--- config.mk ---
export PLATFORM = sky130hd
export DESIGN_NAME = shot_judge_flat
export DESIGN_NICKNAME = d
export VERILOG_FILES = /design/src/rtl/shot_judge_if.sv /design/src/rtl/shot_judge.sv /design/src/flat_wrapper.sv
export SDC_FILE = /design/constraint.sdc
export NUM_CORES = 1
export LEC_CHECK = 0
export ABC_CLOCK_PERIOD_IN_PS = 9300
export BUFFER_PORTS_ARGS = -buffer_cell sky130_fd_sc_hd__buf_2
export CAP_MARGIN = 0
export CORE_MARGIN = 4
export CORE_UTILIZATION = 62
export DETAILED_ROUTE_END_ITERATION = 10
export PLACE_DENSITY_LB_ADDON = 0.08
export SYNTH_ARGS = -nofsm -noshare
export SYNTH_HDL_FRONTEND = slang
export SYNTH_SLANG_ARGS = --single-unit
export TNS_END_PERCENT = 100
--- constraint.sdc ---
create_clock -name Clk -period 9.3 [get_ports Clk]
set_input_delay 0.93 -clock Clk [delete_from_list [all_inputs] [get_ports Clk]]
set_output_delay 0.93 -clock Clk [all_outputs]
set_load 0.02 [all_outputs]
--- src/rtl/shot_judge_if.sv ---
// Signal bundle between the crosshair/input logic, the duck sprite and shot_judge.
// The master side drives the player and duck inputs; shot_judge is the slave.
interface shot_judge_if;
  logic        frame_clk;
  logic        trigger;
  logic        reload;
  logic [9:0]  cross_x;
  logic [9:0]  cross_y;
  logic [18:0] duck_center;
  logic        duck_dead;
  logic        kill;
  logic        flash;
  logic        busy;
  logic [1:0]  shots_left;
  logic [7:0]  hit_count;

  modport master (
    output frame_clk, trigger, reload, cross_x, cross_y, duck_center, duck_dead,
    input  kill, flash, busy, shots_left, hit_count
  );

  modport slave (
    input  frame_clk, trigger, reload, cross_x, cross_y, duck_center, duck_dead,
    output kill, flash, busy, shots_left, hit_count
  );
endinterface

--- src/rtl/shot_judge.sv ---
// Shot resolution for the duck game: flash, judge and cooldown phases per shot,
// a one-cycle kill pulse on a hit, ammo tracking and a saturating hit tally.
module shot_judge #(
  parameter int SHOTS           = 3,
  parameter int FLASH_FRAMES    = 2,
  parameter int COOLDOWN_FRAMES = 4,
  parameter int HIT_RADIUS      = 16
) (
  input  logic        Clk,
  input  logic        Reset,
  shot_judge_if.slave bus
);

  localparam int MAX_FRAMES = (FLASH_FRAMES > COOLDOWN_FRAMES) ? FLASH_FRAMES : COOLDOWN_FRAMES;
  localparam int CNT_W      = $clog2(MAX_FRAMES + 1);
  localparam logic [1:0] SHOTS_FULL = 2'(SHOTS);

  typedef enum logic [1:0] {IDLE, FLASH, JUDGE, COOLDOWN} state_e;

  state_e           state_q, state_d;
  logic [CNT_W-1:0] cnt_q, cnt_d;
  logic [1:0]       shots_q, shots_d;
  logic [7:0]       hits_q, hits_d;
  logic             kill_q, kill_d;
  logic             flash_q, flash_d;
  logic             busy_q, busy_d;
  logic [2:0]       trig_sync_q, frame_sync_q;
  logic             trig_edge, frame_edge, capture;

  logic [9:0]         cross_x_q, cross_y_q, duck_x_q;
  logic [8:0]         duck_y_q;
  logic               dead_q;
  logic signed [10:0] dx, dy;
  logic [10:0]        adx, ady;
  logic               hit;

  // Bit 0/1 form the synchronizer, bit 2 is the history register for edge detection.
  assign trig_edge  = trig_sync_q[1] & ~trig_sync_q[2];
  assign frame_edge = frame_sync_q[1] & ~frame_sync_q[2];

  assign dx  = $signed({1'b0, cross_x_q}) - $signed({1'b0, duck_x_q});
  assign dy  = $signed({1'b0, cross_y_q}) - $signed({2'b00, duck_y_q});
  assign adx = dx[10] ? $unsigned(-dx) : $unsigned(dx);
  assign ady = dy[10] ? $unsigned(-dy) : $unsigned(dy);
  assign hit = (adx <= 11'(HIT_RADIUS)) & (ady <= 11'(HIT_RADIUS)) & ~dead_q;

  always_comb begin
    // NOTE: every signal gets a default first so no path through the case infers a latch.
    state_d = state_q;
    cnt_d   = cnt_q;
    shots_d = shots_q;
    hits_d  = hits_q;
    kill_d  = 1'b0;
    capture = 1'b0;

    unique case (state_q)
      IDLE: begin
        if (trig_edge && (shots_q != 2'd0) && !bus.reload) begin
          state_d = FLASH;
          cnt_d   = '0;
          shots_d = shots_q - 2'd1;
          capture = 1'b1;
        end
      end
      FLASH: begin
        if (frame_edge) begin
          if (cnt_q == CNT_W'(FLASH_FRAMES - 1)) begin
            state_d = JUDGE;
            cnt_d   = '0;
          end else begin
            cnt_d = cnt_q + 1'b1;
          end
        end
      end
      JUDGE: begin
        state_d = COOLDOWN;
        cnt_d   = '0;
        kill_d  = hit;
        if (hit && (hits_q != 8'hFF)) hits_d = hits_q + 8'd1;
      end
      COOLDOWN: begin
        if (frame_edge) begin
          if (cnt_q == CNT_W'(COOLDOWN_FRAMES - 1)) begin
            state_d = IDLE;
            cnt_d   = '0;
          end else begin
            cnt_d = cnt_q + 1'b1;
          end
        end
      end
      default: state_d = IDLE;
    endcase

    // Reload refills ammo in any state and, in IDLE, suppresses a coincident trigger.
    if (bus.reload) shots_d = SHOTS_FULL;

    flash_d = (state_d == FLASH);
    busy_d  = (state_d != IDLE);
  end

  // NOTE: sequential state uses non-blocking assignments so all registers update together.
  always_ff @(posedge Clk) begin
    if (!Reset) begin
      state_q      <= IDLE;
      cnt_q        <= '0;
      shots_q      <= SHOTS_FULL;
      hits_q       <= '0;
      kill_q       <= 1'b0;
      flash_q      <= 1'b0;
      busy_q       <= 1'b0;
      trig_sync_q  <= '0;
      frame_sync_q <= '0;
    end else begin
      state_q      <= state_d;
      cnt_q        <= cnt_d;
      shots_q      <= shots_d;
      hits_q       <= hits_d;
      kill_q       <= kill_d;
      flash_q      <= flash_d;
      busy_q       <= busy_d;
      trig_sync_q  <= {trig_sync_q[1:0], bus.trigger};
      frame_sync_q <= {frame_sync_q[1:0], bus.frame_clk};
    end
  end

  // NOTE: the shot snapshot carries no reset; it is always written before JUDGE reads it.
  always_ff @(posedge Clk) begin
    if (capture) begin
      cross_x_q <= bus.cross_x;
      cross_y_q <= bus.cross_y;
      duck_x_q  <= bus.duck_center[18:9];
      duck_y_q  <= bus.duck_center[8:0];
      dead_q    <= bus.duck_dead;
    end
  end

  assign bus.kill       = kill_q;
  assign bus.flash      = flash_q;
  assign bus.busy       = busy_q;
  assign bus.shots_left = shots_q;
  assign bus.hit_count  = hits_q;

endmodule

--- src/flat_wrapper.sv ---
// flat-port wrapper written by rule: the top's interface ports become plain ports
module shot_judge_flat 
#(
  parameter int SHOTS           = 3,
  parameter int FLASH_FRAMES    = 2,
  parameter int COOLDOWN_FRAMES = 4,
  parameter int HIT_RADIUS      = 16
)
  (Clk, Reset, bus_frame_clk, bus_trigger, bus_reload, bus_cross_x, bus_cross_y, bus_duck_center, bus_duck_dead, bus_kill, bus_flash, bus_busy, bus_shots_left, bus_hit_count);
  shot_judge_if bus_i ();
  input  logic Clk;
  input  logic Reset;
  input wire logic [$bits(bus_i.frame_clk)-1:0] bus_frame_clk;
  input wire logic [$bits(bus_i.trigger)-1:0] bus_trigger;
  input wire logic [$bits(bus_i.reload)-1:0] bus_reload;
  input wire logic [$bits(bus_i.cross_x)-1:0] bus_cross_x;
  input wire logic [$bits(bus_i.cross_y)-1:0] bus_cross_y;
  input wire logic [$bits(bus_i.duck_center)-1:0] bus_duck_center;
  input wire logic [$bits(bus_i.duck_dead)-1:0] bus_duck_dead;
  output wire logic [$bits(bus_i.kill)-1:0] bus_kill;
  output wire logic [$bits(bus_i.flash)-1:0] bus_flash;
  output wire logic [$bits(bus_i.busy)-1:0] bus_busy;
  output wire logic [$bits(bus_i.shots_left)-1:0] bus_shots_left;
  output wire logic [$bits(bus_i.hit_count)-1:0] bus_hit_count;
  assign bus_i.frame_clk = bus_frame_clk;
  assign bus_i.trigger = bus_trigger;
  assign bus_i.reload = bus_reload;
  assign bus_i.cross_x = bus_cross_x;
  assign bus_i.cross_y = bus_cross_y;
  assign bus_i.duck_center = bus_duck_center;
  assign bus_i.duck_dead = bus_duck_dead;
  assign bus_kill = bus_i.kill;
  assign bus_flash = bus_i.flash;
  assign bus_busy = bus_i.busy;
  assign bus_shots_left = bus_i.shots_left;
  assign bus_hit_count = bus_i.hit_count;
  shot_judge #(.SHOTS(SHOTS), .FLASH_FRAMES(FLASH_FRAMES), .COOLDOWN_FRAMES(COOLDOWN_FRAMES), .HIT_RADIUS(HIT_RADIUS)) u_core (.Clk(Clk), .Reset(Reset), .bus(bus_i));
endmodule
==> metrics.md <==
| Metric | Value |
|---|---|
| Status | completed |
| Clk sink count | 64 |
| Post-route ant nets | 0 |
| Register area share after synthesis | 43.62% |
| Switching Power | 147.0 uW |
| Final setup violation count | 0 |
| RePlAce Congestion | 0.8796 |
| Mapped Nets | between 400 and 500 |
| Reg clk slew, reported paths | 70 ps |
| Filler cells | 467 |
| DRT Pass-1 Iters | 7 |
| Starting Density | 64.35% |
| Clock power frac | a little over a third |
| Largest area contributor in the netlist | edfxtp_1 |
| PD cells | approximately 130 nW/um2 |
| WP data required | 9550 ps |
| Post-route DRC violation count | 0 |
| Final Hold Viols | 0 |
| Max-cap viol count | 0 |
| Placed cell count | 520 |
| CTS Hold Bufs | 0 |
| Resized Gates After CTS | 0 |
| Crit share post-route | a little over two fifths |
| Wirelength, routed | 8057 um |
| First-pass GRT wire length | 13540 um |
| Diode count | 0 |
| Antenna violations before repair | 0 |
| Cell Int Power | 435.9 uW |
| Crit start category | flip-flop |
| Worst hold path class | reg -> reg |
| Clk_skew | 9.826 ps |
| Nets | about 530 |
| Clock Path Buffers | 2 |
| Pin count of the biggest net entering global routing | 41 |
| Die H | 86.85 um |
| Worst-path fanout max | 4 |
| Synth top area cells | edfxtp_1 31%, dfxtp_1 12%, ha_1 8.1% |
| H-Tree Depth | 3 |
| Vias/cell | 5.914 |
| Achievable Freq | 254.0 MHz |
| Final core occ | between 70% and 80% |
| Yosys warning count | 0 |
| Global route overflow | 0 |
| P_leak | between 1.5 and 2 nW |
| EDFF count, synth | 40 |
| Die width | 86.85 um |
| Ports | 58 |
| Full die area | ~7500 um2 |
| Detail Placement HPWL | 6077 um |
| Fin worst setup slack | 5363 ps |
| Vias in the first global route | 3045 |
| Seq pwr share | 52.9% |
| Distinct cell type count after synthesis | 63 |
| Worst Tran Pin Value | 701.2 ps |
| Max_slew headroom | 52.86% |
| Core area | 5991 um2 |
| FFs w/ async S/R, synth | 0% |
| Post-Route Setup TNS | 0 ps |
| Pre-CTS setup slack | 5434 ps |
| Kind of critical path | reg -> reg |
| Starting DRT DRC Count | 272 |
| Total Routing Usage GR | 22.58% |
| Switching Share | around a quarter |
| Flops & latches, synth | 64 |
| Area grow syn2layout | 13.21% |
| Syn_area_per_cell | 9.710 um2 |
| CTS tree | done |
| Top_reg_cell synth | edfxtp_1 |
| Share of the synthesized area in the top cell type | 31.16% |
| Root buffer cell | clkbuf_8 |
| Mapped Area | 3855 um2 |
| Worst-skew pair later-pin latency | 330 ps |
| PortBufs | 57 |
| RSZ-0062 raised after global routing | no |
| Wire length per cell | 15.03 um |
| Worst vdd ir | 0.00009544 V |
| Layout cells sized above 1 | 17.79% |
| Cell row count | 28 |
| Comb pwr share | about 11% |
| Setup bufs post-CTS | 0 |
| Num CTS Buffers | 9 |
| Fin crit period | 3937 ps |
| Fin cells | 536 |
| Vias | 3170 |
| Data arrival time of the critical path | approximately 4200 ps |
| Cell count after synthesis | between 300 and 400 |
| Kind of end point of the critical path | flip-flop |
| Final Max Slew Viols | 0 |
worst max-delay path: stages (launching register included):
cell and delay, ps:
edfxtp_1 360, inv_1 60, ha_1 170, inv_1 60, fa_1 420, xnor2_1 240, nand2_1 100, a2111o_1 440
a2111oi_4 350, a22oi_1 140, a221o_1 440, or4_4 570, or3_1 360, a21oi_1 160
cell type report:
class,instances,area [um2],share of cell area (%)
multi-input cells,283,1976,45.27
flip-flops and latches,64,1682,38.53
repair buffers,58,292.8,6.709
inverters,40,150.1,3.440
clock buffers,11,141.4,3.240
well taps,75,93.84,2.150
clock inverters,5,28.78,0.6594
power groups by stage:
stage | sequential, mW | combinational [mW] | clock [mW]
after floorplan | 0.315 | 0.0424 | 0
after global placement | 0.314 | 0.0619 | 0
after detailed placement | 0.314 | 0.0630 | 0
after CTS | 0.308 | 0.0636 | 0.215
after global routing | 0.308 | 0.0714 | 0.231
final | 0.308 | 0.0642 | 0.211
registers in the layout, indices dropped and copies added, names as in the netlist:
register and cells:
u_core.cross_x_q 10, u_core.cross_y_q 10, u_core.duck_x_q 10, u_core.duck_y_q 9, u_core.bus.hit_count 8, u_core.cnt_q 3, u_core.frame_sync_q 3, u_core.trig_sync_q 3
u_core.bus.shots_left 2, u_core.state_q 2, u_core.bus.busy 1, u_core.bus.flash 1, u_core.bus.kill 1, u_core.dead_q 1
path summary, 6_finish.rpt:
check,startpoint,end,slack (ps),depth (start not counted)
setup / recovery,u_core.cross_x_q[0],u_core.bus.hit_count[6],5360,13
hold reg to reg,u_core.frame_sync_q[0],u_core.frame_sync_q[1],430,1
setup reg to reg,u_core.cross_x_q[0],u_core.bus.hit_count[6],5360,13
hold / removal,u_core.frame_sync_q[0],u_core.frame_sync_q[1],430,1
cells in the mapped netlist, types with 6 or more instances:
cell type	n
edfxtp_1	40
inv_1	40
nor2_1	29
a21oi_1	27
nand2_1	27
ha_1	25
dfxtp_1	24
nand3_1	15
xnor2_1	15
nand4_1	12
and2_1	10
o21ai_0	9
nand2b_1	8
a21o_1	7
clkbuf_1	7
xor2_1	7
a31oi_1	6
and3_1	6
o211ai_1	6
cell usage in the layout, fill, tap and decap left out, types with 6 or more instances in the layout:
cell type and count:
buf_2 57, inv_1 40, edfxtp_1 40, nor2_1 29, nand2_1 27, a21oi_1 27, ha_1 25, dfxtp_1 24
nand3_1 15, xnor2_1 15, nand4_1 12, and2_1 10, clkbuf_8 10, o21ai_0 9, nand2b_1 8, a21o_1 7
xor2_1 7, and3_1 6, o211ai_1 6, a31oi_1 6
cell families after synthesis:
| logic type | after synthesis | share of synthesized area [%] |
|---|---|---|
| simple gates | 130 | 17.59 |
| compound gates | 98 | 17.82 |
| flops | 64 | 43.62 |
| buf+inv | 50 | 5.128 |
| fa+ha+maj | 27 | 9.153 |
| xor+xnor | 22 | 4.999 |
| mux | 6 | 1.688 |
stage by stage:
stage	hold WS, ps	power (mW)	instance area, um2
6_report	430.4	0.5829	4364
5_1_grt	454.5	0.6104	4364
4_1_cts	423.4	0.5869	4364
3_5_place_dp	417.9	0.3775	4194
3_3_place_gp	416.9	0.3762	4194
2_1_floorplan	411.9	0.3571	3855
per-layer routing:
metal | vias to the layer above | GRT usage (%) | routed length [um] | part of all wire (%)
li1 | 1577 | - | - | -
met1 | 1473 | 30.29 | 3713 | 46
met2 | 111 | 36.23 | 3750 | 47
met3 | 9 | 4.541 | 494 | 6.1
met4 | 0 | 8.215 | 98 | 1.2
met5 | - | 0 | 0 | 0
No activity file was read; power rests on OpenSTA's default activity.
